<file path="src/rtl/sr_seq_pkg.sv">
// sr_seq_pkg: shared state encoding and counter-width helpers for sr_load_sequencer
package sr_seq_pkg;
  typedef enum logic [1:0] {IDLE, SHIFT, DONE, GAP} state_e;
  function automatic int cnt_w(input int width);
    return $clog2(width + 1);
  endfunction
  function automatic int gap_w(input int gap);
    return (gap < 1) ? 1 : $clog2(gap + 1);
  endfunction
endpackage

</file>
<file path="src/rtl/sr_load_sequencer_piso_shifter.sv">
// piso_shifter: hold register with parallel load, one-bit advance and selectable bit order
//   clk, reset : clock, synchronous active-high reset
//   load_i     : capture data_i into the hold register
//   adv_i      : advance the hold register by one bit
//   data_i     : parallel word
//   bit_o      : bit currently presented
module piso_shifter #(
  parameter int WIDTH     = 4,
  parameter bit LSB_FIRST = 1'b0
) (
  input  logic             clk,
  input  logic             reset,
  input  logic             load_i,
  input  logic             adv_i,
  input  logic [WIDTH-1:0] data_i,
  output logic             bit_o
);
  logic [WIDTH-1:0] hold_q;
  always_ff @(posedge clk)
    if (reset) hold_q <= '0;
    else if (load_i) hold_q <= data_i;
    else if (adv_i) hold_q <= LSB_FIRST ? (hold_q >> 1) : (hold_q << 1);
  assign bit_o = LSB_FIRST ? hold_q[0] : hold_q[WIDTH-1];
endmodule

</file>
<file path="src/rtl/sr_load_sequencer.sv">
// sr_load_sequencer: serializes handshaken parallel words into a downstream serial-in shift register
//   clk, reset   : clock, synchronous active-high reset
//   data_i       : word to serialize, sampled on handshake
//   valid_i      : producer has a word
//   ready_o      : sequencer can accept a word
//   x_o          : serial bit for the downstream register
//   shift_en_o   : downstream register captures x_o on the next edge
//   word_done_o  : downstream register now holds the full word
//   busy_o       : word in flight (SHIFT, DONE or GAP)
//   count_o      : bits of the current word already presented
module sr_load_sequencer
  import sr_seq_pkg::*;
#(
  parameter int WIDTH     = 4,
  parameter bit LSB_FIRST = 1'b0,
  parameter int GAP       = 1
) (
  input  logic                     clk,
  input  logic                     reset,
  input  logic [WIDTH-1:0]         data_i,
  input  logic                     valid_i,
  output logic                     ready_o,
  output logic                     x_o,
  output logic                     shift_en_o,
  output logic                     word_done_o,
  output logic                     busy_o,
  output logic [cnt_w(WIDTH)-1:0]  count_o
);
  localparam int CW = cnt_w(WIDTH);
  localparam int GW = gap_w(GAP);
  localparam logic [CW-1:0] LAST = CW'(WIDTH - 1);
  localparam logic [CW-1:0] FULL = CW'(WIDTH);
  localparam logic [GW-1:0] GLAST = GW'((GAP > 0) ? GAP - 1 : 0);
  state_e        state_q;
  logic [CW-1:0] cnt_q;
  logic [GW-1:0] gap_q;
  logic          accept;
  logic          cur_bit;
  assign accept = valid_i && ready_o;
  piso_shifter #(.WIDTH(WIDTH), .LSB_FIRST(LSB_FIRST)) u_piso (
    .clk    (clk),
    .reset  (reset),
    .load_i (accept),
    .adv_i  (state_q == SHIFT),
    .data_i (data_i),
    .bit_o  (cur_bit)
  );
  // The GAP parameter shadows the imported state name, so that state is package-qualified.
  always_ff @(posedge clk)
    if (reset) begin
      state_q <= IDLE;
      cnt_q   <= '0;
      gap_q   <= '0;
    end else begin
      case (state_q)
        IDLE:
          if (accept) begin
            state_q <= SHIFT;
            cnt_q   <= '0;
          end
        SHIFT: begin
          cnt_q <= cnt_q + 1'b1;
          if (cnt_q == LAST) state_q <= DONE;
        end
        DONE: begin
          gap_q   <= '0;
          state_q <= (GAP > 0) ? sr_seq_pkg::GAP : IDLE;
          cnt_q   <= (GAP > 0) ? FULL : '0;
        end
        default: begin
          gap_q <= gap_q + 1'b1;
          if (gap_q == GLAST) begin
            state_q <= IDLE;
            cnt_q   <= '0;
          end
        end
      endcase
    end
  assign ready_o     = (state_q == IDLE) && !reset;
  assign shift_en_o  = state_q == SHIFT;
  assign x_o         = (state_q == SHIFT) && cur_bit;
  assign word_done_o = state_q == DONE;
  assign busy_o      = state_q != IDLE;
  assign count_o     = cnt_q;
endmodule

</file>
<file path="config.mk">
export PLATFORM = sky130hd
export DESIGN_NAME = sr_load_sequencer
export DESIGN_NICKNAME = d
export VERILOG_FILES = /design/src/rtl/sr_seq_pkg.sv /design/src/rtl/sr_load_sequencer_piso_shifter.sv /design/src/rtl/sr_load_sequencer.sv
export SDC_FILE = /design/constraint.sdc
export NUM_CORES = 1
export LEC_CHECK = 0
export BUFFER_PORTS_ARGS = -buffer_cell sky130_fd_sc_hd__buf_2
export CAP_MARGIN = 20
export CORE_AREA = 2 2 39 41
export DETAILED_ROUTE_END_ITERATION = 10
export DIE_AREA = 0 0 41 43
export HOLD_SLACK_MARGIN = 0.1
export PLACE_DENSITY = 0.72
export SYNTH_ARGS = -nofsm -noshare
export SYNTH_HDL_FRONTEND = slang
export SYNTH_HIERARCHICAL = 1
export SYNTH_SLANG_ARGS = --single-unit
</file>
<file path="constraint.sdc">
create_clock -name clk -period 2.2 [get_ports clk]
set_clock_uncertainty 0.1 [all_clocks]
set_input_delay 0.33 -clock clk [delete_from_list [all_inputs] [get_ports clk]]
set_output_delay 0.33 -clock clk [all_outputs]
set_load 0.01 [all_outputs]
</file>
== Word level (Yosys, flattened, before mapping) ==
Index checks and enable logic that the tools add are counted.
Storage, ports and cells
  register bits: 10
  output and inout port bits: 8
  input port bits: 7
Cells by class
  mux-type cells: 10
  equal/unequal tests: 6
  add/sub/neg operators: 2
  reductions and logical operators: 10
Operators by type and width (number)
  $pmux 3 s3: 1
  $mux 4: 2
  $mux 2: 3
  $mux 3: 2
  $pmux 2 s3: 1
  $ne 4x3->1 const B: 1
  $reduce_bool 2->1: 2
  $add 3x1->3 const B: 1
  $eq 3x2->1 const B: 1
  $logic_and 1x1->1: 3
  $reduce_and 3->1: 1
  $eq 2x1->1 const B: 1
  $eq 2x2->1 const B: 1
  $logic_not 2->1: 1
  $ne 2x1->1 const B: 1
  $ne 2x2->1 const B: 1
  $pmux 1 s2: 1
  $reduce_and 2->1: 1
  $reduce_or 2->1: 1
  $add 1x1->1 const B: 1
  $logic_not 1->1: 1

== Longest topological paths before layout ==
Gate-level depths: netlist of run 1.
  depth in word-level cells: 5
  mapped depth: 7
  gate-level depth less buffers: 6

== Cells and area by module ==
The synthesis of run 1 kept the hierarchy.
By module, submodules not included
  sr_load_sequencer: seq. area each 120.1 um2, cells an instance 51, area an instance 450.4 um2, times used 1
  piso_shifter: seq. area each 80.1 um2, cells an instance 17, area an instance 172.7 um2, times used 1

== Worst setup path after synthesis of run 1 ==
No wires, ideal clock.
  path type: flip-flop to flip-flop
  from: register state_q[0]
  to: register u_piso.hold_q[0]
  clock period less this slack: 1.644 ns
  cell stages (with the launch flop): 8
  library setup time: 0.070 ns
  path buffers: 1
  arrival time: 1.474 ns
  path slack: 0.556 ns
  path through: dfxtp_1 inv_1 ha_1 buf_2 nand3b_1 inv_1 or3b_1 a21oi_1
Between the ends
  cells in the longest elaborated chain, start to end: 4
RTL lines
  from (decl): RTL line sr_load_sequencer.sv:34  | state_e state_q;
  from (signal assigned): RTL line sr_load_sequencer.sv:67  | state_q <= (GAP > 0) ? sr_seq_pkg::GAP : IDLE;
  $logic_not 2->1 (*): RTL line sr_load_sequencer.sv:79  | assign ready_o = (state_q == IDLE) && !reset;
  $logic_and 1x1->1 (*): RTL line sr_load_sequencer.sv:79
  $logic_and 1x1->1 (*): RTL line sr_load_sequencer.sv:39  | assign accept = valid_i && ready_o;
  via accept: RTL line sr_load_sequencer.sv:37  | logic accept;
  $mux 4 or $reduce_bool 2->1 (tied branches)
  to (signal assigned): RTL line sr_load_sequencer_piso_shifter.sv:21  | else if (load_i) hold_q <= data_i;
  to (signal assigned): RTL line sr_load_sequencer_piso_shifter.sv:22  | else if (adv_i) hold_q <= LSB_FIRST ? (hold_q >> 1) : (hold_q << 1);
  to (decl): RTL line sr_load_sequencer_piso_shifter.sv:18  | logic [WIDTH-1:0] hold_q;
Mark *: on every way through the listed nets, which the timed path passes. The rest lies on a longest branch.
A chain may end at the register's enable or synchronous reset.

== Worst setup path in the final report of run 1 ==
  from: register state_q[1]
  to: output x_o
Between the ends
  cells in the longest elaborated chain, start to end: 2
RTL lines
  $eq 2x1->1: RTL line sr_load_sequencer.sv:81  | assign x_o = (state_q == SHIFT) && cur_bit;
  $logic_and 1x1->1: RTL line sr_load_sequencer.sv:81
  to (decl): RTL line sr_load_sequencer.sv:23  | output logic x_o,
No other way between the ends.

==> reports/metrics.cfg, run 1 <==
[outcome]
outcome = finished, final reports clean

[timing]
drv_slew = 0
fin_crit_ns = 1.88
tightest_slew_ns = 0.440
rsz0062_at_grt = no
hold_viol_final = 0
clock.fmax_mhz = 533
fin_crit_sh = 0.853
final.setup.tns_ns = 0
setup_viol = 0
slew_headroom = 0.706

[setup_path]
critPathLaunchType = register
cp.required_ns = 1.77
critical_path_class = reg2out
crit_fanout = 13
regToRegSetupSlack_ns = 0.40
reg2reg_from = state_q[0]
worstSetupEndpoint = x_o
r2r_end = u_piso/hold_q[0]
crit_path_end_kind = primary output
r2r_cells = 6
cp-startpoint = state_q[1]
cp.arrival_ns = 1.45

[global_routing]
grt_util_all_layers = 0.160
grt_start_max_net_pins = 15
globalRouteOverflowTotal = 0
grt_pass1_vias = 459
antenna_found_initial = 0
grt_pass1_wl_mm = 1.90

[final_layout]
diodes = 0
fillCellCount = 128
regArea_um2 = 200
final_common_cell = buf_2
drive_above_1_share = 0.298
synthToLayoutAreaGrowth_pct = 18.7
multi_input_area_um2 = 387
final_cell_mix = buf_2, dfxtp_1
final_area_um2 = 739
fin_nets = 98

[floorplanning]
die_height_um = 43
die_area_um2 = 1760
row_count = 14
die_w_um = 41
io_pins = 15
core_area_um2 = 1380
start_util = 0.450

[placed_design]
placed_cell_area_um2 = 703
gp_congestion = 0.662
dp_hpwl_um = 856
io_buffers = 14

[logic_synthesis]
avgSynthCellArea_um2 = 9.16
yosysSeqAreaShare = 0.321
yosysUniqueCellTypes = 25
ys_ff_latch = 10
synthesis.nets = 81
syn_area_um2 = 623
netlist_instances = 68
synth_warnings = 6

[clocking]
post_cts_buffers = 0
cts.path.max_buffers = 2
holdBufCountCts = 0
cts_resized = 0
root_buffer = clkbuf_4
cts.sinks = 10
cts_inserted_buffers = 3
clk_latency_ns = 0.26
path_clk_slew_ns = 0.06
cts_tree = built
htreeDepth = 1

[power_and_ir_drop]
peakVddDrop_v = 0.000588
p_leak_nw = 0.318
p_per_area_nw_per_um2 = 1090

[detailed_routing]
antenna_left = 0
drtIter0Drc = 5
drcViolationCount = 0
wl_per_cell_um = 11.4
firstDrtPassIters = 4
via_per_inst = 5.25
via_count = 525
totalWireLength_mm = 1.14

[worst_hold_path]
min_path_type = in2reg

[job]
cap_viol_max_count = 0

[per-layer routing]
| metal | global-route usage | up-vias | wire length [µm] |
|---|---|---|---|
| met3 | 0.0471 | 2 | 44 |
| li1 | - | 275 | - |
| met2 | 0.213 | 11 | 527 |
| met4 | 0.100 | 0 | 19 |
| met1 | 0.218 | 237 | 543 |
| met5 | 0 | - | 0 |
[worst min path at each step]
| stage | from | end | slack, ns | depth (start not counted) |
|---|---|---|---|---|
| global route | data_i[0] | u_piso/hold_q[0] | 0.21 | 3 |
| detailed placement | gap_q | gap_q | 0.39 | 2 |
| floorplan | reset | u_piso/hold_q[0] | 0.30 | 1 |
| global placement | gap_q | gap_q | 0.39 | 2 |
| finish | data_i[0] | u_piso/hold_q[0] | 0.22 | 3 |
| CTS | data_i[0] | u_piso/hold_q[0] | 0.20 | 3 |
[per-stage QoR]
stage | cells | util | hold slack [ns] | total power [mW] | setup WS [ns]
6_report | 100 | 0.534 | 0.217 | 0.803 | 0.323
5_1_grt | 100 | 0.534 | 0.208 | 0.882 | 0.151
4_1_cts | 100 | 0.534 | 0.204 | 0.811 | 0.308
3_5_place_dp | 96 | 0.508 | 0.394 | 0.649 | 0.437
3_3_place_gp | 96 | 0.508 | 0.387 | 0.649 | 0.418
2_1_floorplan | 68 | - | 0.299 | 0.557 | 0.556
[Yosys cell counts]
master     instances  area, µm²
and2_2             1       7.51
o21ai_0            2       10.0
inv_2              1       3.75
or3b_1             1       8.76
o221ai_1           1       8.76
a21oi_1            6       30.0
nor2b_2            3       26.3
nand3b_1           2       15.0
nor2b_1            6       37.5
dfxtp_1           10        200
a211oi_1           3       22.5
ha_1               6       75.1
mux2i_1            4       40.0
buf_2              2       10.0
nand2_1            1       3.75
or3b_4             1       11.3
o211ai_1           3       22.5
o2111ai_1          2       17.5
nand2b_1           1       6.26
nor2_1             2       7.51
o211ai_2           1       12.5
or4_1              1       7.51
o41ai_1            1       8.76
inv_1              6       22.5
or2b_1             1       7.51
[kinds of logic (layout without fill, tap and decap cells)]
logic type,after synthesis,in the layout,share of synthesized area
flops,10,10,0.321
simple gates,20,20,0.223
mux,4,4,0.0643
buf+inv,9,25,0.0582
compound gates,19,19,0.213
fa+ha+maj,6,6,0.120
[critical path, stage by stage (launching register included)]
cell	delay, ns
dfxtp_1	0.34
inv_1	0.08
ha_1	0.42
and2_2	0.22
buf_2	0.12
[power breakdown]
group | switching, mW | internal, mW
logic | 0.218 | 0.169
clock network | 0.0567 | 0.100
registers | 0.0332 | 0.226
[final cells by class]
| cell class | count | share of cell area |
|---|---|---|
| Tap cell | 16 | 0.0271 |
| Sequential cell | 10 | 0.271 |
| Multi-Input combinational cell | 49 | 0.523 |
| Clock buffer | 4 | 0.0491 |
| Inverter | 7 | 0.0355 |
| Timing Repair Buffer | 14 | 0.0948 |
[state kept, by name, summed over array words and instances, names as in the netlist]
name           flops
gap_q              1
u_piso/hold_q      4
state_q            2
count_o            3
(Power assumes the default switching activity.)
==> inputs of run 2 (changes only) <==
--- a/config.mk
+++ b/config.mk
@@ -5,13 +5,14 @@
 export SDC_FILE = /design/constraint.sdc
 export NUM_CORES = 1
 export LEC_CHECK = 0
+export ABC_AREA = 1
 export BUFFER_PORTS_ARGS = -buffer_cell sky130_fd_sc_hd__buf_2
 export CAP_MARGIN = 20
 export CORE_AREA = 2 2 39 41
 export DETAILED_ROUTE_END_ITERATION = 10
 export DIE_AREA = 0 0 41 43
 export HOLD_SLACK_MARGIN = 0.1
-export PLACE_DENSITY = 0.72
+export PLACE_DENSITY = 0.69
 export SYNTH_ARGS = -nofsm -noshare
 export SYNTH_HDL_FRONTEND = slang
 export SYNTH_HIERARCHICAL = 1
==> run 2 against run 1 <==
Effect of this change: total power down 0.87%; via count increased by 4.6%; synthesized area fell by 7.2%; maximum frequency increased by 7.9%; count of clock-buffer cells in the layout is 1 lower; largest cell class unchanged.
==> reports/metrics.cfg, run 2 <==
[logic_synthesis]
synthSimpleGateAreaFrac = 0.294  ; was 0.223
synthesis.nets = 95  ; was 81
yosysUniqueCellTypes = 18  ; was 25
synth_top_family_by_area = simple AND/OR/NAND/NOR gates  ; unchanged
yosys-mux-area-fraction = 0  ; was 0.0643
yosysSeqAreaShare = 0.346  ; was 0.321
synth_compound_area_frac = 0.132  ; was 0.213
synth_top_area_share = 0.346  ; was 0.321
synth.most_common_cell = nand2_1  ; was dfxtp_1
synth_flop_cell = dfxtp_1  ; unchanged
synthAdderAreaFrac = 0.130  ; was 0.120
synth-edff-count = 0  ; unchanged
synth_xor_area_frac = 0  ; unchanged
ys_ff_latch = 10  ; unchanged
synth_warnings = 6  ; unchanged
syn_area_um2 = 578  ; was 623 µm²
yosys-top-cells-area = dfxtp_1, ha_1, nand2_1  ; was dfxtp_1, ha_1, mux2i_1
yosys-top-cells-count = nand2_1, inv_1, dfxtp_1  ; was dfxtp_1, a21oi_1, ha_1, inv_1, nor2b_1
async_flop_share = 0  ; unchanged
synth.largest_area_cell = dfxtp_1  ; unchanged
avgSynthCellArea_um2 = 7.05  ; was 9.16 µm²
netlist_instances = 82  ; was 68

[timing]
rsz0062_at_grt = no  ; unchanged
clock.fmax_mhz = 575  ; was 533 MHz
tightest_slew_ns = 0.338  ; was 0.440 ns
drv_slew = 0  ; unchanged
worst_slack_ns = 0.461  ; was 0.323 ns
hold_ws_ns = 0.213  ; was 0.217 ns
fin_crit_sh = 0.791  ; was 0.853
final.setup.tns_ns = 0  ; unchanged
fin_crit_ns = 1.74  ; was 1.88 ns
slew_headroom = 0.775  ; was 0.706
setup_viol = 0  ; unchanged
hold_viol_final = 0  ; unchanged

[power_and_ir_drop]
peakVddDrop_v = 0.000479  ; was 0.000588 V
p_comb_frac = 0.508  ; was 0.482
p_sw_frac = 0.434  ; was 0.383
p_leak_nw = 0.382  ; was 0.318 nW
p_clk_frac = 0.161  ; was 0.195
p_int_uw = 451  ; was 495 µW
pwr-share-seq = 0.330  ; was 0.322
switchingPower_uw = 345  ; was 308 µW
p_per_area_nw_per_um2 = 1150  ; was 1090 nW/µm²

[outcome]
outcome = finished, final reports clean  ; unchanged

[global_routing]
grt_util_all_layers = 0.153  ; was 0.160
grt_pass1_wl_mm = 1.77  ; was 1.90 mm
globalRouteOverflowTotal = 0  ; unchanged
antenna_found_initial = 0  ; unchanged
grt_start_max_net_pins = 10  ; was 15
grt_pass1_vias = 432  ; was 459

[final_layout]
fin_nets = 114  ; was 98
synthToLayoutAreaGrowth_pct = 19.5  ; was 18.7%
largest_register_ffs = 4  ; unchanged
drive_above_1_share = 0.273  ; was 0.298
largest-register = u_piso/hold_q  ; unchanged
final_common_cell = nand2_1  ; was buf_2
diodes = 0  ; unchanged
final_cell_mix = nand2_1, buf_2, inv_1  ; was buf_2, dfxtp_1
final_area_um2 = 691  ; was 739 µm²

[worst_hold_path]
min_path_type = in2reg  ; unchanged
hold_start = reset  ; was data_i[0]

[floorplanning]
io_pins = 15  ; unchanged
die_area_um2 = 1760  ; unchanged
start_util = 0.418  ; was 0.450
row_count = 14  ; unchanged
core_area_um2 = 1380  ; unchanged
die_w_um = 41  ; unchanged
die_height_um = 43  ; unchanged

[clocking]
cts_tree = built  ; unchanged
path_clk_slew_ns = 0.07  ; was 0.06 ns
cts.path.max_buffers = 2  ; unchanged
cts_resized = 0  ; unchanged
root_buffer = clkbuf_4  ; unchanged
htreeDepth = 1  ; unchanged
holdBufCountCts = 0  ; unchanged
clk_latency_ns = 0.27  ; was 0.26 ns
post_cts_buffers = 0  ; unchanged
cts_inserted_buffers = 3  ; unchanged
cts.sinks = 10  ; unchanged

[detailed_routing]
antenna_left = 0  ; unchanged
drcViolationCount = 0  ; unchanged
via_per_inst = 4.77  ; was 5.25
wl_per_cell_um = 9.98  ; was 11.4 µm
drtIter0Drc = 15  ; was 5
firstDrtPassIters = 4  ; unchanged
via_count = 549  ; was 525
totalWireLength_mm = 1.15  ; was 1.14 mm

[placed_design]
placed_cell_area_um2 = 668  ; was 703 µm²
io_buffers = 14  ; unchanged
gp_congestion = 0.833  ; was 0.662
pre_cts_slack_ns = 0.651  ; was 0.437 ns
dp_hpwl_um = 893  ; was 856 µm

[setup_path]
critPathLaunchType = register  ; unchanged
crit_fanout = 9  ; was 13
cp.required_ns = 1.77  ; about the same
critical_path_class = reg2out  ; unchanged
cp.arrival_ns = 1.31  ; was 1.45 ns
cp-startpoint = state_q[1]  ; unchanged
crit_path_end_kind = primary output  ; unchanged
reg2reg_from = state_q[1]  ; was state_q[0]

[job]
cap_viol_max_count = 0  ; unchanged

==> run 2: changes by cell type after synthesis, sizes merged, moves of 2 or more <==
cell / change
inv: +8
nand3b: -2
a211oi: -3
nand2: +19
nand3: +8
or3b: -2
o21ai: +3
buf: -2
mux2i: -4
nor2b: -9
o2111ai: -2
nor2: +7
o211ai: -4
==> run 2: routing by layer <==
| layer | GRT usage | up-vias | share of wire |
|---|---|---|---|
| met2 | 0.203 | 15 | 0.45 |
| met4 | 0.120 | 0 | 0.023 |
| met3 | 0.0366 | 4 | 0.036 |
| li1 | - | 296 | - |
| met5 | 0 | - | 0 |
| met1 | 0.203 | 234 | 0.49 |
==> run 2: area by class of cell <==
type	instances	area, µm²
Timing Repair Buffer	14	70.1
Clock buffer	3	22.5
Multi-Input combinational cell	57	322
Tap cell	16	20.0
Sequential cell	10	200
Fill cell	148	693
Inverter	15	56.3
==> run 2: power by group through the flow <==
stage,sequential [mW],clock (mW),combinational (mW)
2_1_floorplan,0.267,0,0.298
3_3_place_gp,0.266,0,0.407
3_5_place_dp,0.266,0,0.407
4_1_cts,0.262,0.133,0.409
5_1_grt,0.271,0.141,0.462
6_report,0.263,0.128,0.405
==> run 2: cell families (layout without fill, tap and decap cells) <==
group                      after synthesis  in the layout
and+or+nand+nor                         38             38
buffers and inverters                   15             32
AOI/OAI and AO/OA                       13             13
DFF                                     10             10
adders and majority gates                6              6
==> run 2: critical path, stage by stage, from the launching register on <==
cell	delay (ns)
dfxtp_1	0.34
inv_1	0.09
ha_1	0.35
nand2_1	0.08
inv_1	0.06
buf_2	0.12
==> run 2: path summary, 6_finish.rpt <==
check                          end  depth (start not counted)  slack, ns
setup / recovery               x_o                          5       0.46
hold / removal    u_piso/hold_q[2]                          2       0.21
setup reg to reg        state_q[0]                          6       0.63
hold reg to reg   u_piso/hold_q[0]                          2       0.37
==> run 2: through the flow <==
step                utilization  power [mW]  std cells
finish                    0.499       0.796        115
global route              0.499       0.874        115
CTS                       0.499       0.804        115
detailed placement        0.483       0.673        112
global placement          0.483       0.673        112
floorplan                     -       0.565         82
